File: config.mk
export PLATFORM = sky130hd
export DESIGN_NAME = sram_port_arbiter
export DESIGN_NICKNAME = d
export VERILOG_FILES = /design/src/rtl/sram_port_arbiter.sv
export SDC_FILE = /design/constraint.sdc
export NUM_CORES = 1
export LEC_CHECK = 0
export ABC_AREA = 1
export BUFFER_PORTS_ARGS = -buffer_cell sky130_fd_sc_hd__buf_4
export CORE_AREA = 5 5 140 142
export DETAILED_ROUTE_END_ITERATION = 6
export DIE_AREA = 0 0 145 147
export PLACE_DENSITY = 0.48
export SLEW_MARGIN = 10
export SYNTH_ARGS = -nofsm -noshare
export SYNTH_HDL_FRONTEND = slang
export SYNTH_SLANG_ARGS = --single-unit
File: constraint.sdc
create_clock -name clk_i -period 3.85 [get_ports clk_i]
set_input_delay 0.5775 -clock clk_i [delete_from_list [all_inputs] [get_ports clk_i]]
set_output_delay 0.5775 -clock clk_i [all_outputs]
set_load 0.02 [all_outputs]
File: src/rtl/sram_port_arbiter.sv
`timescale 1ns/1ps
`default_nettype none
// ============================================================================
//  Module   : sram_port_arbiter
//  Purpose  : Front end for a dual-port (1RW + 1R) SRAM macro.
//             - After reset it optionally zero-fills the whole array through
//               port 0, then raises ready_o.
//             - Port 0 (read/write) is shared between a data master (d_*)
//               and a debug master (dbg_*) with one-bit round-robin priority.
//             - Port 1 (read-only) serves instruction fetch (if_*). A fetch
//               is held off for one cycle when port 0 writes the same word.
//             - Grants are combinational; read data returns one cycle after
//               the grant, straight from the SRAM dout of the matching port.
//  Ports    : clk_i, reset_i (sync, active-high), ready_o
//             if_req_i/if_addr_i -> if_gnt_o, if_rvalid_o/if_rdata_o
//             d_* / dbg_*  : req, we, wmask, addr, wdata -> gnt, rvalid, rdata
//             sram_*0      : port-0 csb/web (active-low), wmask, addr, din, dout
//             sram_*1      : port-1 csb, addr, dout; web/wmask/din tied off
//  Revision : 1.0  initial release
// ============================================================================
module sram_port_arbiter #(
    parameter int ADDR_WIDTH     = 9,
    parameter int DATA_WIDTH     = 32,
    parameter int CLEAR_ON_RESET = 1
) (
    input  logic                    clk_i,
    input  logic                    reset_i,
    output logic                    ready_o,

    input  logic                    if_req_i,
    input  logic [ADDR_WIDTH-1:0]   if_addr_i,
    output logic                    if_gnt_o,
    output logic                    if_rvalid_o,
    output logic [DATA_WIDTH-1:0]   if_rdata_o,

    input  logic                    d_req_i,
    input  logic                    d_we_i,
    input  logic [DATA_WIDTH/8-1:0] d_wmask_i,
    input  logic [ADDR_WIDTH-1:0]   d_addr_i,
    input  logic [DATA_WIDTH-1:0]   d_wdata_i,
    output logic                    d_gnt_o,
    output logic                    d_rvalid_o,
    output logic [DATA_WIDTH-1:0]   d_rdata_o,

    input  logic                    dbg_req_i,
    input  logic                    dbg_we_i,
    input  logic [DATA_WIDTH/8-1:0] dbg_wmask_i,
    input  logic [ADDR_WIDTH-1:0]   dbg_addr_i,
    input  logic [DATA_WIDTH-1:0]   dbg_wdata_i,
    output logic                    dbg_gnt_o,
    output logic                    dbg_rvalid_o,
    output logic [DATA_WIDTH-1:0]   dbg_rdata_o,

    output logic                    sram_csb0_o,
    output logic                    sram_web0_o,
    output logic [DATA_WIDTH/8-1:0] sram_wmask0_o,
    output logic [ADDR_WIDTH-1:0]   sram_addr0_o,
    output logic [DATA_WIDTH-1:0]   sram_din0_o,
    input  logic [DATA_WIDTH-1:0]   sram_dout0_i,

    output logic                    sram_csb1_o,
    output logic                    sram_web1_o,
    output logic [DATA_WIDTH/8-1:0] sram_wmask1_o,
    output logic [ADDR_WIDTH-1:0]   sram_addr1_o,
    output logic [DATA_WIDTH-1:0]   sram_din1_o,
    input  logic [DATA_WIDTH-1:0]   sram_dout1_i
);

    localparam int c_MASK_W = DATA_WIDTH / 8;
    localparam logic [ADDR_WIDTH-1:0] c_CNT_LAST = {ADDR_WIDTH{1'b1}};
    localparam logic [ADDR_WIDTH-1:0] c_CNT_ONE  = {{(ADDR_WIDTH-1){1'b0}}, 1'b1};

    typedef enum logic [0:0] {
        ST_CLEAR = 1'b0,
        ST_READY = 1'b1
    } state_t;

    localparam state_t c_RESET_STATE = (CLEAR_ON_RESET != 0) ? ST_CLEAR : ST_READY;

    state_t                r_state;
    state_t                w_state_nxt;
    logic [ADDR_WIDTH-1:0] r_clr_cnt;
    logic [ADDR_WIDTH-1:0] w_clr_cnt_nxt;
    logic                  w_clearing;

    logic                  r_prio_dbg;     // 1: dbg wins a tie, 0: d wins
    logic                  r_d_rd;         // read owner of the port-0 data due now
    logic                  r_dbg_rd;
    logic                  r_if_rd;

    logic                  w_ready;
    logic                  w_clr_drive;
    logic                  w_d_gnt;
    logic                  w_dbg_gnt;
    logic                  w_p0_gnt;
    logic                  w_sel_we;
    logic [c_MASK_W-1:0]   w_sel_wmask;
    logic [ADDR_WIDTH-1:0] w_sel_addr;
    logic [DATA_WIDTH-1:0] w_sel_wdata;
    logic                  w_hazard;
    logic                  w_if_gnt;

    // ------------------------------------------------------------------
    // Clear / ready state machine
    // ------------------------------------------------------------------
    always_ff @(posedge clk_i) begin
        if (reset_i) begin
            r_state   <= c_RESET_STATE;
            r_clr_cnt <= '0;
        end else begin
            r_state   <= w_state_nxt;
            r_clr_cnt <= w_clr_cnt_nxt;
        end
    end

    always_comb begin
        w_state_nxt   = r_state;
        w_clr_cnt_nxt = r_clr_cnt;
        w_clearing    = 1'b0;
        case (r_state)
            ST_CLEAR: begin
                w_clearing    = 1'b1;
                w_clr_cnt_nxt = r_clr_cnt + c_CNT_ONE;
                if (r_clr_cnt == c_CNT_LAST) begin
                    w_state_nxt = ST_READY;
                end
            end
            ST_READY: begin
                w_state_nxt = ST_READY;
            end
            default: begin
                w_state_nxt = c_RESET_STATE;
            end
        endcase
    end

    // Reset is folded in combinationally so that every cycle in which reset
    // is sampled high shows idle SRAM ports, no grants and no rvalid.
    assign w_ready     = (r_state == ST_READY) && !reset_i;
    assign w_clr_drive = w_clearing && !reset_i;
    assign ready_o     = w_ready;

    // ------------------------------------------------------------------
    // Port-0 round-robin arbitration (d vs dbg)
    // ------------------------------------------------------------------
    assign w_d_gnt   = w_ready && d_req_i   && (!dbg_req_i || !r_prio_dbg);
    assign w_dbg_gnt = w_ready && dbg_req_i && (!d_req_i   ||  r_prio_dbg);
    assign w_p0_gnt  = w_d_gnt || w_dbg_gnt;

    assign d_gnt_o   = w_d_gnt;
    assign dbg_gnt_o = w_dbg_gnt;

    always_ff @(posedge clk_i) begin
        if (reset_i) begin
            r_prio_dbg <= 1'b0;
        end else if (w_d_gnt) begin
            r_prio_dbg <= 1'b1;
        end else if (w_dbg_gnt) begin
            r_prio_dbg <= 1'b0;
        end
    end

    assign w_sel_we    = w_dbg_gnt ? dbg_we_i    : d_we_i;
    assign w_sel_wmask = w_dbg_gnt ? dbg_wmask_i : d_wmask_i;
    assign w_sel_addr  = w_dbg_gnt ? dbg_addr_i  : d_addr_i;
    assign w_sel_wdata = w_dbg_gnt ? dbg_wdata_i : d_wdata_i;

    always_comb begin
        sram_csb0_o   = 1'b1;
        sram_web0_o   = 1'b0;
        sram_wmask0_o = '0;
        sram_addr0_o  = '0;
        sram_din0_o   = '0;
        if (w_clr_drive) begin
            sram_csb0_o   = 1'b0;
            sram_web0_o   = 1'b0;
            sram_wmask0_o = '1;
            sram_addr0_o  = r_clr_cnt;
        end else if (w_p0_gnt) begin
            sram_csb0_o   = 1'b0;
            sram_web0_o   = !w_sel_we;
            sram_wmask0_o = w_sel_we ? w_sel_wmask : '0;
            sram_addr0_o  = w_sel_addr;
            sram_din0_o   = w_sel_wdata;
        end
    end

    // ------------------------------------------------------------------
    // Port 1: fetch, stalled when port 0 writes the same word this cycle
    // (the macro gives no defined read-during-write result across ports).
    // ------------------------------------------------------------------
    assign w_hazard = w_p0_gnt && w_sel_we && (w_sel_addr == if_addr_i);
    assign w_if_gnt = if_req_i && w_ready && !w_hazard;

    assign if_gnt_o      = w_if_gnt;
    assign sram_csb1_o   = !w_if_gnt;
    assign sram_addr1_o  = w_if_gnt ? if_addr_i : '0;
    assign sram_web1_o   = 1'b1;
    assign sram_wmask1_o = '0;
    assign sram_din1_o   = '0;

    // ------------------------------------------------------------------
    // Read-return tracking: one-cycle SRAM latency, data taken directly
    // from the macro outputs.
    // ------------------------------------------------------------------
    always_ff @(posedge clk_i) begin
        if (reset_i) begin
            r_d_rd   <= 1'b0;
            r_dbg_rd <= 1'b0;
            r_if_rd  <= 1'b0;
        end else begin
            r_d_rd   <= w_d_gnt   && !d_we_i;
            r_dbg_rd <= w_dbg_gnt && !dbg_we_i;
            r_if_rd  <= w_if_gnt;
        end
    end

    assign d_rvalid_o   = r_d_rd   && !reset_i;
    assign dbg_rvalid_o = r_dbg_rd && !reset_i;
    assign if_rvalid_o  = r_if_rd  && !reset_i;

    assign d_rdata_o    = sram_dout0_i;
    assign dbg_rdata_o  = sram_dout0_i;
    assign if_rdata_o   = sram_dout1_i;

endmodule
`default_nettype wire

==> results of run 1 <==
[routing by layer]
metal  up-vias  GRT usage, %
met3        39          3.64
met5         -             0
met1      1208          10.6
li1       1389             -
met2       167          16.4
met4         0          3.20
[stage by stage]
step                hold WS (ns)  setup WS [ns]  util, %  total power, mW
floorplan                  0.444           1.05        -            0.413
global placement           0.474          0.714     18.4            0.344
detailed placement         0.479          0.648     18.4            0.344
CTS                        0.492          0.639     18.9            0.568
global route               0.507          0.405     18.9            0.592
finish                     0.486          0.683     18.9            0.564
[cell families (layout without fill, tap and decap cells)]
kind of cell | count (synthesis) | in the layout | share of synthesized area (%)
mux | 4 | 4 | 1.46
buf+inv | 203 | 229 | 47.0
flops | 14 | 14 | 10.2
other cells | 2 | 37 | 0.274
compound gates | 63 | 63 | 12.0
fa+ha+maj | 2 | 2 | 0.912
simple gates | 175 | 175 | 28.1
[path summary, 6_finish.rpt]
check	cells past startpoint	slack (ns)	end	start
setup / recovery	14	0.68	sram_addr1_o[8]	d_req_i
hold / removal	2	0.49	r_clr_cnt[4]$_SDFFE_PP0N_	r_clr_cnt[3]$_SDFFE_PP0N_
setup reg to reg	13	1.66	r_if_rd$_SDFF_PP0_	r_state$_SDFF_PP0_
hold reg to reg	2	0.49	r_clr_cnt[4]$_SDFFE_PP0N_	r_clr_cnt[3]$_SDFFE_PP0N_
[layout make-up]
class | instances | area [µm²] | share of cell area [%]
Timing Repair Buffer | 172 | 1290 | 37.3
Sequential cell | 14 | 280 | 8.09
Multi-Input combinational cell | 281 | 1310 | 37.9
Tap cell | 234 | 293 | 8.45
Clock buffer | 4 | 88.8 | 2.57
Inverter | 53 | 199 | 5.74
[power by group through the flow]
stage / Sequential, mW / Combinational, mW / Clock [mW]
2_1_floorplan: 0.152 / 0.260 / 0
3_5_place_dp: 0.153 / 0.191 / 0
5_1_grt: 0.151 / 0.209 / 0.233
3_3_place_gp: 0.153 / 0.190 / 0
4_1_cts: 0.151 / 0.191 / 0.226
6_report: 0.151 / 0.191 / 0.222
[layout by cell type, fill, tap and decap left out, types with 2 or more instances in the layout]
master	synthesis	routed
nor3_1	4	4
ha_1	2	2
nor2_1	19	18
o21ai_1	2	2
nand4_1	8	8
inv_1	49	49
nor2_4	1	2
nand2_1	114	114
nand3_1	14	14
dfxtp_1	14	14
o21ai_0	14	14
inv_2	4	4
nor2_2	8	8
buf_4	134	172
o22ai_1	7	7
clkbuf_16	0	3
a21oi_1	38	38
conb_1	2	37
nand2_2	5	5
mux2i_1	4	4
[critical path: stages]
cell and delay [ns]:
buf_4 0.12, nand2_2 0.19, nand2_1 0.13, nor2_4 0.40, nand2_1 0.13, nand2_1 0.13, nand2_1 0.06, nand2_1 0.05
nand3_1 0.06, nor2_1 0.10, nand2_1 0.07, nand2_2 0.30, nor2_1 0.08, buf_4 0.17
[sequential cells by signal (all words and copies together) (netlist names)]
signal	flops
r_clr_cnt	9
r_d_rd	1
r_dbg_rd	1
r_if_rd	1
r_prio_dbg	1
r_state	1
==> impl_metrics.env, run 1 <==
export IMPL_fillers=2138
export IMPL_yosysWarnings=0
export IMPL_synthesis_area_um2=2740
export IMPL_clock_path_buffers=2
export IMPL_clk_latency_ns=0.25
export IMPL_synth_distinct_cells=26
export IMPL_criticalPathCategory="input port to primary output"
export IMPL_skew_ns=0.00369
export IMPL_synthTopCellsByArea="buf_4, nand2_1, dfxtp_1, a21oi_1, inv_1"
export IMPL_placed_cell_area_um2=3370
export IMPL_layout_area_overhead_vs_synth_pct=26.3
export IMPL_synth_ff_latch_count=14
export IMPL_routed_via_count=2803
export IMPL_post_route_period_util_pct=82.3
export IMPL_syn_avg_cell_area_um2=5.92
export IMPL_grt_pass1_vias=2756
export IMPL_fmax_ghz=0.316
export IMPL_highest_layer="met4"
export IMPL_cts_buffers=3
export IMPL_critPathCaptureType="primary output"
export IMPL_wirelength_um=11300
export IMPL_yosys_top_cells_count="buf_4, nand2_1, inv_1"
export IMPL_dr_wl_met2_um=5570
export IMPL_synth_cells=463
export IMPL_cp_arrival_ns=2.59
export IMPL_p_sw_uw=166
export IMPL_io_buffers=169
export IMPL_yosys_area_top_type="buf_4"
export IMPL_start_util_pct=15.0
export IMPL_seqPwrFrac_pct=26.7
export IMPL_placed_cells=754
export IMPL_synth_top_area_share_pct=36.7
export IMPL_route_met3_wl_um=1190
export IMPL_crit_fanout=17
export IMPL_worstSetupStartpointType="input port"
export IMPL_dp_hpwl_um=9720
export IMPL_power_density_nw_per_um2=163
export IMPL_drt_initial_drc_count=146
export IMPL_maxCapViolCount=0
export IMPL_cts_resized=0
export IMPL_met1_length_um=4200
export IMPL_clock_sinks=14
export IMPL_htreeDepth=1
export IMPL_drive_above_1_share_pct=37.8
export IMPL_core_area_um2=18300
export IMPL_yosysMostFrequentCell="buf_4"
export IMPL_die_w_um=145
export IMPL_p_leak_nw=1.92
export IMPL_fin_cells=758
export IMPL_grt_max_degree=43
export IMPL_stdcell_area_um2=3460
export IMPL_clkPwrFrac_pct=39.4
export IMPL_switching_share_pct=29.5
export IMPL_pwr_share_comb_pct=33.8
export IMPL_setup_violations=0
export IMPL_grt_pass1_wl_um=16000
export IMPL_slew_viol_final=0
export IMPL_cts_hold_buf=0
export IMPL_ys_async_sr_fraction_pct=0
export IMPL_layout_nets=697
export IMPL_overflow=0
export IMPL_min_period_ns=3.17
export IMPL_ys_seq_area_share_pct=10.2
export IMPL_ant_nets=0
export IMPL_cts_tree="done"
export IMPL_post_drt_wl_per_cell_um=14.9
export IMPL_globalplace_congestion=0.829
export IMPL_remaining_drc_errors=0
export IMPL_synth_edff_count=0
export IMPL_grt_use_total_pct=9.46
export IMPL_critPathRequiredTime_ns=3.27
export IMPL_dieArea_um2=21300
export IMPL_p_int_uw=397
export IMPL_setup_tns_final_ns=0
export IMPL_first_pass_iters=5
export IMPL_hold_viol_final=0
export IMPL_via_per_inst=3.70
export IMPL_status="finished, final reports clean"
export IMPL_post_cts_setup_buffer_count=0
export IMPL_grt_setup_unrepaired="false"
export IMPL_hold_path_class="flop to flop"
export IMPL_fp_dieH_um=147
export IMPL_rows=50
export IMPL_diodes=0
export IMPL_antenna_found_initial=0
export IMPL_synthFlopType="dfxtp_1"
export IMPL_ir_drop_mv=0.118
export IMPL_clockRootBuffer="clkbuf_16"
export IMPL_pin_count=367
export IMPL_clkTransAtPathRegs_ns=0.05
No activity file was read; power rests on OpenSTA's default activity.
==> inputs of run 2 (changes only) <==
Settings changed: CORE_AREA 5 5 140 142 to 5 5 141 143, DIE_AREA 0 0 145 147 to 0 0 146 148, PLACE_DENSITY 0.48 to 0.49.
Clock period 3.85 ns to 2.7 ns, I/O delays scaled along.
==> impl_metrics.env, run 2 (synthesis results as in run 1) <==
export IMPL_status="finished, final reports clean"
export IMPL_core_area_um2=18500
export IMPL_crit_fanout=8
export IMPL_p_int_uw=571
export IMPL_fillers=2102
export IMPL_dp_hpwl_um=9430
export IMPL_hold_path_class="input port to flop"
export IMPL_slew_viol_final=0
export IMPL_clock_path_buffers=2
export IMPL_grt_use_total_pct=9.11
export IMPL_rows=50
export IMPL_holdPathStages=2
export IMPL_r2r_cells=13
export IMPL_remaining_drc_errors=0
export IMPL_layout_setup_ws_ns=0.158
export IMPL_grt_pass1_wl_um=15800
export IMPL_worstSetupStartpointType="flop"
export IMPL_grt_max_degree=34
export IMPL_diodes=0
export IMPL_critPathCaptureType="primary output"
export IMPL_post_route_period_util_pct=94.1
export IMPL_hold_viol_final=0
export IMPL_criticalPathCategory="flop to primary output"
export IMPL_first_pass_iters=6
export IMPL_layout_area_overhead_vs_synth_pct=33.3
export IMPL_die_w_um=146
export IMPL_switching_share_pct=29.5
export IMPL_whs_ns=0.332
export IMPL_post_drt_wl_per_cell_um=14.4
export IMPL_clock_sinks=14
export IMPL_clkTransAtPathRegs_ns=0.05
export IMPL_dieArea_um2=21600
export IMPL_p_sw_uw=239
export IMPL_cp_startpoint="r_prio_dbg$_SDFFE_PP0P_"
export IMPL_seqPwrFrac_pct=26.5
export IMPL_wirelength_um=11200
export IMPL_r2r_slack_ns=0.86
export IMPL_final_cell_mix="buf_4, nand2_1, inv_1, a21oi_1, conb_1"
export IMPL_setup_violations=0
export IMPL_clk_latency_ns=0.25
export IMPL_seq_area_um2=280
export IMPL_power_density_nw_per_um2=222
export IMPL_drt_initial_drc_count=141
export IMPL_crit_end="sram_addr1_o[0]"
export IMPL_worstReg2RegStart="r_prio_dbg$_SDFFE_PP0P_"
export IMPL_antenna_found_initial=0
export IMPL_fp_dieH_um=148
export IMPL_via_per_inst=3.64
export IMPL_cp_arrival_ns=2.14
export IMPL_worstReg2RegEnd="r_if_rd$_SDFF_PP0_"
export IMPL_clkPwrFrac_pct=38.9
export IMPL_fmax_ghz=0.393
export IMPL_layout_nets=718
export IMPL_grt_pass1_vias=2735
export IMPL_multi_input_area_um2=1330
export IMPL_clockRootBuffer="clkbuf_16"
export IMPL_min_period_ns=2.54
export IMPL_p_leak_nw=2.03
export IMPL_io_buffers=169
export IMPL_pre_cts_slack_ns=0.134
export IMPL_skew_ns=0.00232
export IMPL_cts_hold_buf=0
export IMPL_cts_buffers=3
export IMPL_cts_tree="done"
export IMPL_largest_reg_flops=9
export IMPL_drive_above_1_share_pct=40.4
export IMPL_pwr_share_comb_pct=34.6
export IMPL_critPathRequiredTime_ns=2.30
export IMPL_globalplace_congestion=0.803
export IMPL_top_register="r_clr_cnt"
export IMPL_start_util_pct=14.9
export IMPL_overflow=0
export IMPL_pin_count=367
export IMPL_maxCapViolCount=0
export IMPL_htreeDepth=1
export IMPL_mostFrequentLayoutCell="buf_4"
export IMPL_ir_drop_mv=0.154
export IMPL_ant_nets=0
export IMPL_routed_via_count=2836
==> run 2: cell count changes in the layout (fill, tap and decap cells not counted) <==
| cell | delta |
|---|---|
| a21oi_1 | -1 |
| buf_6 | +2 |
| buf_12 | +1 |
| nand3_2 | +1 |
| buf_4 | +17 |
| a21oi_4 | +1 |
==> run 2: timing repair <==
item	CTS	global route
setup buffers	0	7
endpoints found under the setup margin	0	11
gates resized for setup	0	4
==> run 2: cell type report <==
cell class	count	share of cell area [%]
tap	234	8.01
clock buffer	4	2.43
multi-input combinational	282	36.5
inverter	53	5.44
timing repair buffer	192	40.0
sequential	14	7.67
==> run 2: power by group through the flow <==
| stage | clock, mW | sequential (mW) | combinational [mW] |
|---|---|---|---|
| 6_report | 0.315 | 0.215 | 0.280 |
| 5_1_grt | 0.336 | 0.215 | 0.308 |
| 4_1_cts | 0.321 | 0.215 | 0.279 |
| 3_5_place_dp | 0 | 0.219 | 0.278 |
| 3_3_place_gp | 0 | 0.219 | 0.279 |
| 2_1_floorplan | 0 | 0.217 | 0.371 |
==> run 2: how the worst min path moves through the flow <==
stage / start / to / slack (ns)
2_1_floorplan: r_clr_cnt[4]$_SDFFE_PP0N_ / r_clr_cnt[4]$_SDFFE_PP0N_ / 0.44
3_5_place_dp: r_clr_cnt[3]$_SDFFE_PP0N_ / r_clr_cnt[4]$_SDFFE_PP0N_ / 0.48
5_1_grt: dbg_we_i / r_dbg_rd$_SDFF_PP0_ / 0.33
4_1_cts: d_we_i / r_d_rd$_SDFF_PP0_ / 0.33
6_report: dbg_we_i / r_dbg_rd$_SDFF_PP0_ / 0.33
3_3_place_gp: r_clr_cnt[3]$_SDFFE_PP0N_ / r_clr_cnt[4]$_SDFFE_PP0N_ / 0.48
==> run 2: metrics by stage <==
stage	total power [mW]	util, %	TNS, ns	instances	cell area, µm²
after global placement	0.498	18.8	0	767	3470
after CTS	0.814	19.3	0	771	3560
after global routing	0.859	19.8	-0.0196	779	3650
after floorplan	0.589	-	0	498	2870
after detailed placement	0.497	18.8	0	767	3470
final	0.810	19.8	0	779	3650
==> run 2: routing by layer <==
metal,wire (µm),track usage (%),part of all wire (%),vias to the layer above
met1,4600,11.6,41,1207
met4,407,4.05,3.6,0
met5,0,0,0,-
met3,1020,3.03,9.1,45
li1,-,-,-,1437
met2,5170,14.0,46,147
==> run 2: worst max-delay path, stage by stage, from the launching register on <==
cell,delay (ns)
dfxtp_1,0.30
inv_1,0.06
nand2_2,0.15
nand2_1,0.12
nor2_4,0.24
buf_4,0.16
nand2_1,0.04
o21ai_0,0.09
nand2_1,0.07
nand3_1,0.09
nor2_1,0.05
nand2_1,0.07
nand2_2,0.07
buf_6,0.15
nor2_1,0.09
buf_4,0.14
==> inputs of run 3 (changes only) <==
Settings changed: CTS_CLUSTER_DIAMETER set to 50.
Clock period 2.7 ns to 2.2 ns, I/O delays scaled along.
==> impl_metrics.env, run 3 (synthesis results as in run 1) <==
export IMPL_ir_drop_mv=0.186
export IMPL_cts_buffers=3
export IMPL_ant_nets=0
export IMPL_final_cell_mix="buf_4, nand2_1, inv_1, conb_1, a21oi_1"
export IMPL_seqPwrFrac_pct=25.7
export IMPL_layout_nets=743
export IMPL_p_int_uw=723
export IMPL_post_drt_wl_per_cell_um=14.2
export IMPL_clkTransAtPathRegs_ns=0.05
export IMPL_post_route_period_util_pct=107
export IMPL_placed_cells=787
export IMPL_via_per_inst=3.65
export IMPL_wirelength_um=11400
export IMPL_mostFrequentLayoutCell="buf_4"
export IMPL_slew_viol_final=0
export IMPL_fin_cells=804
export IMPL_overflow=0
export IMPL_core_area_um2=18500
export IMPL_failed_checks="setup timing"
export IMPL_globalplace_congestion=0.776
export IMPL_maxCapViolCount=0
export IMPL_hold_viol_final=0
export IMPL_setup_violations=12
export IMPL_routed_via_count=2937
export IMPL_clockRootBuffer="clkbuf_16"
export IMPL_criticalPathCategory="flop to primary output"
export IMPL_grt_pass1_vias=2990
export IMPL_grt_setup_unrepaired="true"
export IMPL_worstSetupStartpointType="flop"
export IMPL_drt_initial_drc_count=94
export IMPL_remaining_drc_errors=0
export IMPL_switching_share_pct=29.5
export IMPL_design_power_total_mw=1.03
export IMPL_min_period_ns=2.36
export IMPL_skew_ns=0.00160
export IMPL_clock_sinks=14
export IMPL_diodes=0
export IMPL_clkPwrFrac_pct=37.8
export IMPL_cp_arrival_ns=2.03
export IMPL_p_leak_nw=2.23
export IMPL_crit_fanout=12
export IMPL_grt_pass1_wl_um=16200
export IMPL_cts_tree="done"
export IMPL_pin_count=367
export IMPL_io_buffers=169
export IMPL_dr_wl_met2_um=5660
export IMPL_fmax_ghz=0.424
export IMPL_die_w_um=146
export IMPL_first_pass_iters=4
export IMPL_drive_above_1_share_pct=46.3
export IMPL_dieArea_um2=21600
export IMPL_rows=50
export IMPL_met1_length_um=4350
export IMPL_grt_max_degree=37
export IMPL_layout_area_overhead_vs_synth_pct=48.4
export IMPL_whs_ns=0.267
export IMPL_cts_hold_buf=0
export IMPL_power_density_nw_per_um2=252
export IMPL_critPathRequiredTime_ns=1.87
export IMPL_largest_reg_flops=9
export IMPL_layout_setup_ws_ns=-0.157
export IMPL_r2r_cells=15
export IMPL_antenna_found_initial=0
export IMPL_dp_hpwl_um=9570
export IMPL_grt_use_total_pct=9.34
export IMPL_htreeDepth=1
export IMPL_highest_layer="met4"
export IMPL_clk_latency_ns=0.24
export IMPL_route_met3_wl_um=967
export IMPL_top_register="r_clr_cnt"
export IMPL_clock_path_buffers=2
export IMPL_holdPathStages=2
export IMPL_critPathCaptureType="primary output"
export IMPL_pwr_share_comb_pct=36.5
export IMPL_status="finished with violations"
export IMPL_p_sw_uw=302
export IMPL_fp_dieH_um=148
export IMPL_start_util_pct=14.9
export IMPL_hold_path_class="input port to flop"
export IMPL_pre_cts_slack_ns=-0.0107
run 3: changes by cell type in the layout (fill, tap and decap cells not counted), sizes merged:
cell    before  now
nand3       16   15
clkbuf       4    5
buf        192  217
run 3: critical path: stages, from the launching register on:
cell and delay (ns):
dfxtp_2 0.33, inv_2 0.06, nor2_8 0.11, nand3_4 0.12, buf_12 0.17, nand2_1 0.07, nand2_1 0.07, buf_4 0.13
buf_4 0.12, buf_4 0.12, buf_4 0.12, buf_4 0.13, o22ai_2 0.07, buf_4 0.16
run 3: final cells by class:
cell class | instances | area [µm²]
sequential | 14 | 283
clock buffer | 4 | 88.8
timing repair buffer | 218 | 1810
multi-input combinational | 281 | 1400
tap | 234 | 293
fill | 2106 | 14400
inverter | 53 | 201
run 3: path summary, 6_finish.rpt:
check | start | endpoint | slack [ns]
worst max register to register | r_prio_dbg$_SDFFE_PP0P_ | r_if_rd$_SDFF_PP0_ | 0.39
worst max-delay path | r_state$_SDFF_PP0_ | sram_addr0_o[8] | -0.16
worst min-delay path | d_we_i | r_d_rd$_SDFF_PP0_ | 0.27
worst min register to register | r_clr_cnt[4]$_SDFFE_PP0N_ | r_clr_cnt[4]$_SDFFE_PP0N_ | 0.48
run 3: per-stage QoR:
stage          utilization [%]  setup TNS [ns]  area (µm²)
3_5_place_dp              19.9         -0.0144        3680
3_3_place_gp              19.9         -0.0151        3680
2_1_floorplan                -               0        2880
5_1_grt                   22.1           -3.10        4070
6_report                  22.1           -1.25        4070
4_1_cts                   21.2           -1.41        3910
run 3: repair_timing:
item	4_1_cts	5_1_grt
setup endpoints to repair	33	34
setup buffers	4	7
resized for setup	29	22
cloned	1	1
pin swaps	3	9
run 3: power by group through the flow:
stage	combinational (mW)	clock (mW)	sequential (mW)
global route	0.410	0.406	0.263
global placement	0.357	0	0.268
floorplan	0.456	0	0.267
CTS	0.368	0.393	0.263
detailed placement	0.357	0	0.268
finish	0.374	0.388	0.263
run 3: routing by layer:
layer  vias up  GRT usage (%)
met2       129           16.1
li1       1478              -
met3        50           2.97
met1      1280           10.6
met5         -              0
met4         0           4.05
